<file path="config.mk">
export PLATFORM = sky130hd
export DESIGN_NAME = cla_add_sched_flat
export DESIGN_NICKNAME = d
export VERILOG_FILES = /design/src/rtl/cla_add_sched_if.sv /design/src/rtl/cla_add_sched.sv /design/src/flat_wrapper.sv
export SDC_FILE = /design/constraint.sdc
export NUM_CORES = 1
export LEC_CHECK = 0
export CORE_ASPECT_RATIO = 0.6
export CORE_UTILIZATION = 48
export CTS_CLUSTER_SIZE = 10
export DETAILED_ROUTE_END_ITERATION = 6
export PLACE_DENSITY = 0.81
export SYNTH_ARGS = -nofsm -noshare
export SYNTH_HDL_FRONTEND = slang
export SYNTH_SLANG_ARGS = --single-unit
</file>
<file path="constraint.sdc">
create_clock -name clk -period 3.7 [get_ports clk]
set_clock_uncertainty 0.1 [all_clocks]
set_input_delay 0.74 -clock clk [delete_from_list [all_inputs] [get_ports clk]]
set_output_delay 0.74 -clock clk [all_outputs]
set_load 0.03 [all_outputs]
</file>
<file path="src/rtl/cla_add_sched_if.sv">
// -----------------------------------------------------------------------------
// cla_add_sched_if
// Bundle for the two requester channels and the single response channel of
// cla_add_sched.
//
// Handshake semantics, which apply to every channel in this bundle:
//   A transfer happens on a rising clock edge where valid and ready are both
//   high. The source holds valid and its payload stable until that edge.
//   Ready may depend combinationally on valid. Valid never depends on ready.
//
// Signals (W = 4*NIBBLES):
//   req0_valid/req0_ready, req0_a[W], req0_b[W], req0_sub : requester 0
//   req1_valid/req1_ready, req1_a[W], req1_b[W], req1_sub : requester 1
//   rsp_valid/rsp_ready, rsp_id, rsp_sum[W], rsp_cout, rsp_ovf : response
// Modports:
//   master - requesters and response consumer (drives valid/operands/rsp_ready)
//   slave  - the scheduler/adder (drives req ready and the response)
// -----------------------------------------------------------------------------
interface cla_add_sched_if #(
    parameter int NIBBLES = 4
);
    localparam int W = 4 * NIBBLES;

    logic         req0_valid;
    logic         req0_ready;
    logic [W-1:0] req0_a;
    logic [W-1:0] req0_b;
    logic         req0_sub;

    logic         req1_valid;
    logic         req1_ready;
    logic [W-1:0] req1_a;
    logic [W-1:0] req1_b;
    logic         req1_sub;

    logic         rsp_valid;
    logic         rsp_ready;
    logic         rsp_id;
    logic [W-1:0] rsp_sum;
    logic         rsp_cout;
    logic         rsp_ovf;

    modport master (
        output req0_valid, req0_a, req0_b, req0_sub,
        output req1_valid, req1_a, req1_b, req1_sub,
        output rsp_ready,
        input  req0_ready, req1_ready,
        input  rsp_valid, rsp_id, rsp_sum, rsp_cout, rsp_ovf
    );

    modport slave (
        input  req0_valid, req0_a, req0_b, req0_sub,
        input  req1_valid, req1_a, req1_b, req1_sub,
        input  rsp_ready,
        output req0_ready, req1_ready,
        output rsp_valid, rsp_id, rsp_sum, rsp_cout, rsp_ovf
    );
endinterface

</file>
<file path="src/rtl/cla_add_sched.sv">
// -----------------------------------------------------------------------------
// cla_add_sched
// Two-requester add/subtract unit built around a single 4-bit carry-lookahead
// slice that is reused serially, one nibble per cycle, from LSB to MSB.
// Requesters are served round-robin, one operation at a time.
//
// Ports:
//   clk      - clock, rising edge
//   rst      - asynchronous active-high reset
//   bus      - cla_add_sched_if.slave (two request channels + response channel)
//   o_state  - current FSM state (IDLE=0, CALC=1, DONE=2) for observation
//
// Operation: accept on edge T -> NIBBLES CALC cycles -> DONE; rsp_valid is a
// registered flag that rises one edge after entering DONE, i.e. at T+NIBBLES+1,
// and stays high until the response handshake returns the FSM to IDLE.
// -----------------------------------------------------------------------------
module cla_add_sched #(
    parameter int NIBBLES = 4
) (
    input  logic                 clk,
    input  logic                 rst,
    cla_add_sched_if.slave       bus,
    output logic [1:0]           o_state
);
    localparam int W     = 4 * NIBBLES;
    localparam int IDX_W = (NIBBLES > 1) ? $clog2(NIBBLES) : 1;
    localparam logic [IDX_W-1:0] LAST_IDX = IDX_W'(NIBBLES - 1);

    typedef enum logic [1:0] {
        S_IDLE = 2'd0,
        S_CALC = 2'd1,
        S_DONE = 2'd2
    } state_t;

    state_t           r_state;
    state_t           w_next;

    logic [W-1:0]     r_a;
    logic [W-1:0]     r_b;         // already inverted for subtract
    logic             r_carry;
    logic [IDX_W-1:0] r_idx;
    logic             r_id;
    logic [W-1:0]     r_sum;
    logic             r_cout;
    logic             r_ovf;
    logic             r_last;      // requester granted most recently
    logic             r_rsp_valid;

    logic             w_accept;
    logic             w_gid;
    logic             w_last_nib;

    logic [3:0]       w_a_nib;
    logic [3:0]       w_b_nib;
    logic [3:0]       w_g;
    logic [3:0]       w_p;
    logic [4:0]       w_c;
    logic [3:0]       w_s;

    // ------------------------------------------------------------------------
    // FSM state register
    // ------------------------------------------------------------------------
    always_ff @(posedge clk or posedge rst) begin
        if (rst) begin
            r_state <= S_IDLE;
        end else begin
            r_state <= w_next;
        end
    end

    // ------------------------------------------------------------------------
    // Next state and grant. Ready is gated with rst so that no requester sees
    // ready while reset is held, even though the state already reads IDLE.
    // On a tie the requester not granted last wins.
    // ------------------------------------------------------------------------
    always_comb begin
        w_next   = r_state;
        w_accept = 1'b0;
        w_gid    = 1'b0;
        case (r_state)
            S_IDLE: begin
                if (!rst && (bus.req0_valid || bus.req1_valid)) begin
                    w_accept = 1'b1;
                    w_gid    = (bus.req0_valid && bus.req1_valid) ? ~r_last
                                                                  : bus.req1_valid;
                    w_next   = S_CALC;
                end
            end
            S_CALC: begin
                if (w_last_nib) begin
                    w_next = S_DONE;
                end
            end
            S_DONE: begin
                if (r_rsp_valid && bus.rsp_ready) begin
                    w_next = S_IDLE;
                end
            end
            default: begin
                w_next = S_IDLE;
            end
        endcase
    end

    assign w_last_nib     = (r_idx == LAST_IDX);
    assign bus.req0_ready = w_accept & ~w_gid;
    assign bus.req1_ready = w_accept & w_gid;

    // ------------------------------------------------------------------------
    // Nibble selection for the current slice position
    // ------------------------------------------------------------------------
    always_comb begin
        w_a_nib = 4'd0;
        w_b_nib = 4'd0;
        for (int n = 0; n < NIBBLES; n++) begin
            if (r_idx == IDX_W'(n)) begin
                w_a_nib = r_a[n*4 +: 4];
                w_b_nib = r_b[n*4 +: 4];
            end
        end
    end

    // ------------------------------------------------------------------------
    // The one 4-bit carry-lookahead slice: every carry is expanded directly
    // from generate/propagate and the registered carry-in.
    // ------------------------------------------------------------------------
    assign w_g    = w_a_nib & w_b_nib;
    assign w_p    = w_a_nib ^ w_b_nib;
    assign w_c[0] = r_carry;
    assign w_c[1] = w_g[0] | (w_p[0] & w_c[0]);
    assign w_c[2] = w_g[1] | (w_p[1] & w_g[0]) | (w_p[1] & w_p[0] & w_c[0]);
    assign w_c[3] = w_g[2] | (w_p[2] & w_g[1]) | (w_p[2] & w_p[1] & w_g[0])
                  | (w_p[2] & w_p[1] & w_p[0] & w_c[0]);
    assign w_c[4] = w_g[3] | (w_p[3] & w_g[2]) | (w_p[3] & w_p[2] & w_g[1])
                  | (w_p[3] & w_p[2] & w_p[1] & w_g[0])
                  | (w_p[3] & w_p[2] & w_p[1] & w_p[0] & w_c[0]);
    assign w_s    = w_p ^ w_c[3:0];

    // ------------------------------------------------------------------------
    // Datapath registers. Subtract is A + ~B + 1: the +1 enters as the initial
    // carry. The carry register is reloaded on every accept, so the carry out
    // of one operation never leaks into the next.
    // ------------------------------------------------------------------------
    always_ff @(posedge clk or posedge rst) begin
        if (rst) begin
            r_a         <= '0;
            r_b         <= '0;
            r_carry     <= 1'b0;
            r_idx       <= '0;
            r_id        <= 1'b0;
            r_sum       <= '0;
            r_cout      <= 1'b0;
            r_ovf       <= 1'b0;
            r_last      <= 1'b1;
            r_rsp_valid <= 1'b0;
        end else begin
            if (w_accept) begin
                r_a     <= w_gid ? bus.req1_a : bus.req0_a;
                r_b     <= w_gid ? (bus.req1_sub ? ~bus.req1_b : bus.req1_b)
                                 : (bus.req0_sub ? ~bus.req0_b : bus.req0_b);
                r_carry <= w_gid ? bus.req1_sub : bus.req0_sub;
                r_idx   <= '0;
                r_id    <= w_gid;
                r_last  <= w_gid;
            end

            if (r_state == S_CALC) begin
                for (int n = 0; n < NIBBLES; n++) begin
                    if (r_idx == IDX_W'(n)) begin
                        r_sum[n*4 +: 4] <= w_s;
                    end
                end
                r_carry <= w_c[4];
                if (w_last_nib) begin
                    r_idx  <= '0;
                    r_cout <= w_c[4];
                    // carry into the sign bit differs from carry out of it
                    r_ovf  <= w_c[3] ^ w_c[4];
                end else begin
                    r_idx  <= r_idx + 1'b1;
                end
            end

            if (r_state == S_DONE) begin
                if (!r_rsp_valid) begin
                    r_rsp_valid <= 1'b1;
                end else if (bus.rsp_ready) begin
                    r_rsp_valid <= 1'b0;
                end
            end
        end
    end

    assign bus.rsp_valid = r_rsp_valid;
    assign bus.rsp_id    = r_id;
    assign bus.rsp_sum   = r_sum;
    assign bus.rsp_cout  = r_cout;
    assign bus.rsp_ovf   = r_ovf;
    assign o_state       = r_state;

endmodule

</file>
<file path="src/flat_wrapper.sv">
// flat-port wrapper written by rule: the top's interface ports become plain ports
module cla_add_sched_flat 
#(
    parameter int NIBBLES = 4
)
  (clk, rst, o_state, bus_req0_valid, bus_req0_a, bus_req0_b, bus_req0_sub, bus_req1_valid, bus_req1_a, bus_req1_b, bus_req1_sub, bus_rsp_ready, bus_req0_ready, bus_req1_ready, bus_rsp_valid, bus_rsp_id, bus_rsp_sum, bus_rsp_cout, bus_rsp_ovf);
  cla_add_sched_if #(.NIBBLES(NIBBLES)) bus_i ();
  input  logic clk;
  input  logic rst;
  output logic [1:0] o_state;
  input wire logic [$bits(bus_i.req0_valid)-1:0] bus_req0_valid;
  input wire logic [$bits(bus_i.req0_a)-1:0] bus_req0_a;
  input wire logic [$bits(bus_i.req0_b)-1:0] bus_req0_b;
  input wire logic [$bits(bus_i.req0_sub)-1:0] bus_req0_sub;
  input wire logic [$bits(bus_i.req1_valid)-1:0] bus_req1_valid;
  input wire logic [$bits(bus_i.req1_a)-1:0] bus_req1_a;
  input wire logic [$bits(bus_i.req1_b)-1:0] bus_req1_b;
  input wire logic [$bits(bus_i.req1_sub)-1:0] bus_req1_sub;
  input wire logic [$bits(bus_i.rsp_ready)-1:0] bus_rsp_ready;
  output wire logic [$bits(bus_i.req0_ready)-1:0] bus_req0_ready;
  output wire logic [$bits(bus_i.req1_ready)-1:0] bus_req1_ready;
  output wire logic [$bits(bus_i.rsp_valid)-1:0] bus_rsp_valid;
  output wire logic [$bits(bus_i.rsp_id)-1:0] bus_rsp_id;
  output wire logic [$bits(bus_i.rsp_sum)-1:0] bus_rsp_sum;
  output wire logic [$bits(bus_i.rsp_cout)-1:0] bus_rsp_cout;
  output wire logic [$bits(bus_i.rsp_ovf)-1:0] bus_rsp_ovf;
  assign bus_i.req0_valid = bus_req0_valid;
  assign bus_i.req0_a = bus_req0_a;
  assign bus_i.req0_b = bus_req0_b;
  assign bus_i.req0_sub = bus_req0_sub;
  assign bus_i.req1_valid = bus_req1_valid;
  assign bus_i.req1_a = bus_req1_a;
  assign bus_i.req1_b = bus_req1_b;
  assign bus_i.req1_sub = bus_req1_sub;
  assign bus_i.rsp_ready = bus_rsp_ready;
  assign bus_req0_ready = bus_i.req0_ready;
  assign bus_req1_ready = bus_i.req1_ready;
  assign bus_rsp_valid = bus_i.rsp_valid;
  assign bus_rsp_id = bus_i.rsp_id;
  assign bus_rsp_sum = bus_i.rsp_sum;
  assign bus_rsp_cout = bus_i.rsp_cout;
  assign bus_rsp_ovf = bus_i.rsp_ovf;
  cla_add_sched #(.NIBBLES(NIBBLES)) u_core (.clk(clk), .rst(rst), .bus(bus_i), .o_state(o_state));
endmodule
</file>
==> impl_metrics.yaml <==
timing:
  period_share: 0.898
  hold_ws_ps: 386
  drv_slew: 0
  min_period_ps: 3320
  setup_slack_ps: 376
  relSlewSlack: 0.350
  finalHoldViolCount: 0
  tns_ps: 0
  grt_setup_unrepaired: "no"
  tightest_slew_ps: 972
  setup_viol: 0
  fmax_ghz: 0.301
route:
  drc: 0
  drt_iter0_drc: 160
  num_vias: 2732
  postRouteAntennaNets: 0
  vias_per_cell: 5.17
  drt_wl_total_um: 7570
  post_drt_wl_per_cell_um: 14.3
  firstDrtPassIters: 4
placement:
  place_area_um2: 4180
  port_buffers: 94
  gp_congestion: 0.832
  dpl.hpwl_um: 5570
  preCtsSetupSlack_ps: 326
die:
  dieArea_um2: 7020
  core_region_area_um2: 6280
  fp.dieW_um: 108
  rows: 22
  initial_core_util: 0.511
  ios: 95
  die_y_um: 65.3
final_layout:
  diodes: 0
  fin_nets: 519
  areaGrowthSynthToFinish_pct: 36.2
  fillCellCount: 477
  final_layout_size_suffix_gt1_frac: 0.0676
  final_area_um2: 4370
clock_network:
  h-tree-depth: 3
  numClockSinks: 58
  clock_path_buffers: 2
  cts_buffers: 9
  ctsResizeCount: 0
  clock_latency_ps: 330
  cts_setup_buffers: 0
  cts_tree: "done"
  clk_pin_slew_ps: 60
  ctsRootBufferMaster: "clkbuf_8"
  holdBufCountCts: 0
yosys:
  synth.distinct_cells: 32
  synth_edf_count: 0
  ys.warnings.count: 0
  seq_area_frac_synth: 0.453
  synthTopCellsByArea: "dfrtp_1, o21ai_0, nand2_1"
  ys_seq_elements: 58
  async_reset_ff_frac: 1.00
  synth-main-ff-cell: "dfrtp_1"
  yosysTopAreaCell: "dfrtp_1"
  synth_nets: 434
  syn_area_um2: 3210
  synth_common_cells: "nand2_1, dfrtp_1, o21ai_0"
  netlist_instances: 354
  synth_most_common_cell: "nand2_1"
  synth_top_area_frac: 0.445
  syn_avg_cell_area_um2: 9.06
setup_path:
  required_ps: 3790
  critPathKind: "reg -> reg"
  path_max_fanout: 17
  worstPathArrival_ps: 3410
  worstReg2RegStart: "u_core.r_idx[1]"
  cp_slowest_cell: "a311o_2"
  path_cells: "inv_1, ha_1, nand3b_1, a21oi_1, a21oi_1, o21ai_0, ha_1, a21o_1, a311o_2, xnor2_2, o21ai_0"
  max_stage_delay_ps: 440
  cp_top_family: "compound AO/OA/AOI/OAI gates"
  cp_num_buf_inv: 1
  worstSetupEndpointType: "flop"
  crit_start: "u_core.r_idx[1]"
  cp-start-kind: "flop"
global_route:
  overflow: 0
  antenna_found_initial: 0
  grt_max_degree: 73
  track_usage: 0.234
  grt_pass1_wl_um: 12400
  grt_pass1_vias: 2627
pwr:
  power_frac_seq: 0.329
  p_per_area_nw_per_um2: 772
  power.share.clock: 0.163
  switchingPower_mw: 1.44
  leakage_nw: 1.90
  power_frac_comb: 0.507
  p_sw_frac: 0.427
  internal_power_mw: 1.93
  irDropWorstVdd_uv: 551
outcome:
  outcome: "completed"
min_path:
  hp-start: "u_core.bus.rsp_sum[6]"
  hold_class: "reg -> reg"
flow_run:
  timing.max_cap.violations: 0
[metal layers]
layer	global-route usage	wire length, um	vias to the layer above
li1	-	-	1363
met3	0.0635	611	10
met2	0.355	3260	97
met4	0.0702	71	0
met5	0	0	-
met1	0.327	3620	1262
[path summary, 6_finish.rpt]
check | end | slack (ps) | cells past startpoint
worst min-delay path | u_core.bus.rsp_sum[6] | 390 | 2
worst max register to register | u_core.bus.rsp_sum[15] | 380 | 11
worst min register to register | u_core.bus.rsp_sum[6] | 390 | 2
min in group asynchronous | u_core.o_state[1] | 860 | 3
worst max-delay path | u_core.bus.rsp_sum[15] | 380 | 11
max in group asynchronous | u_core.bus.rsp_sum[9] | 2160 | 3
[registers in the layout, indices dropped and copies added, names as in the netlist]
register / cells
u_core.bus.rsp_sum: 16
u_core.r_a: 16
u_core.r_b: 16
u_core.o_state: 2
u_core.r_idx: 2
u_core.bus.rsp_cout: 1
u_core.bus.rsp_id: 1
u_core.bus.rsp_ovf: 1
u_core.bus.rsp_valid: 1
u_core.r_carry: 1
u_core.r_last: 1
[power groups by stage]
stage	Combinational, mW	Sequential [mW]	Clock, mW
after floorplan	0.971	1.25	0
after global placement	1.64	1.10	0
after detailed placement	1.70	1.11	0
after CTS	1.72	1.11	0.560
after global routing	1.90	1.14	0.587
final	1.71	1.11	0.551
[layout by cell type, fill, tap and decap left out, types with 2 or more instances in the layout]
cell	Yosys	layout
nand2_1	71	71
a21oi_1	33	33
ha_1	8	8
nand3b_1	8	8
xnor2_1	17	17
mux2i_1	18	18
inv_1	4	3
o21ai_1	2	2
xor2_1	17	17
clkdlybuf4s50_1	0	93
o21ai_0	54	54
clkbuf_8	0	13
a21o_1	3	3
mux2_2	4	4
dfrtp_1	57	57
clkinv_2	0	2
nand3_1	3	3
buf_4	5	4
nor2_1	18	18
[stage by stage]
stage	utilization	std cells	power [mW]
finish	0.696	528	3.37
global route	0.696	528	3.63
CTS	0.696	528	3.38
detailed placement	0.665	512	2.82
global placement	0.665	512	2.74
floorplan	-	354	2.22
[cells by family (layout without fill, tap and decap cells)]
group / Yosys count / in the layout / synth area share
AND/OR/NAND/NOR: 104 / 104 / 0.135
AO/OA/AOI/OAI: 99 / 99 / 0.166
flip-flops: 58 / 58 / 0.453
XOR/XNOR: 35 / 35 / 0.0979
buffers and inverters: 27 / 117 / 0.0398
multiplexers: 22 / 22 / 0.0702
adder cells (fa/ha/maj): 9 / 9 / 0.0375
[worst min-delay path, cell delays in order (launching register included)]
cell and delay (ps):
dfrtp_1 350, nand2_1 50, o21ai_0 60
[area by class of cell]
class / instances / area [um^2] / share of cell area
Sequential cell: 58 / 1450 / 0.333
Inverter: 4 / 15.0 / 0.00344
Clock inverter: 2 / 10.0 / 0.00229
Tap cell: 84 / 105 / 0.0241
Clock buffer: 14 / 183 / 0.0418
Multi-Input combinational cell: 269 / 1640 / 0.376
Timing Repair Buffer: 97 / 961 / 0.220
Note: power is estimated with default switching activity, not from simulation.
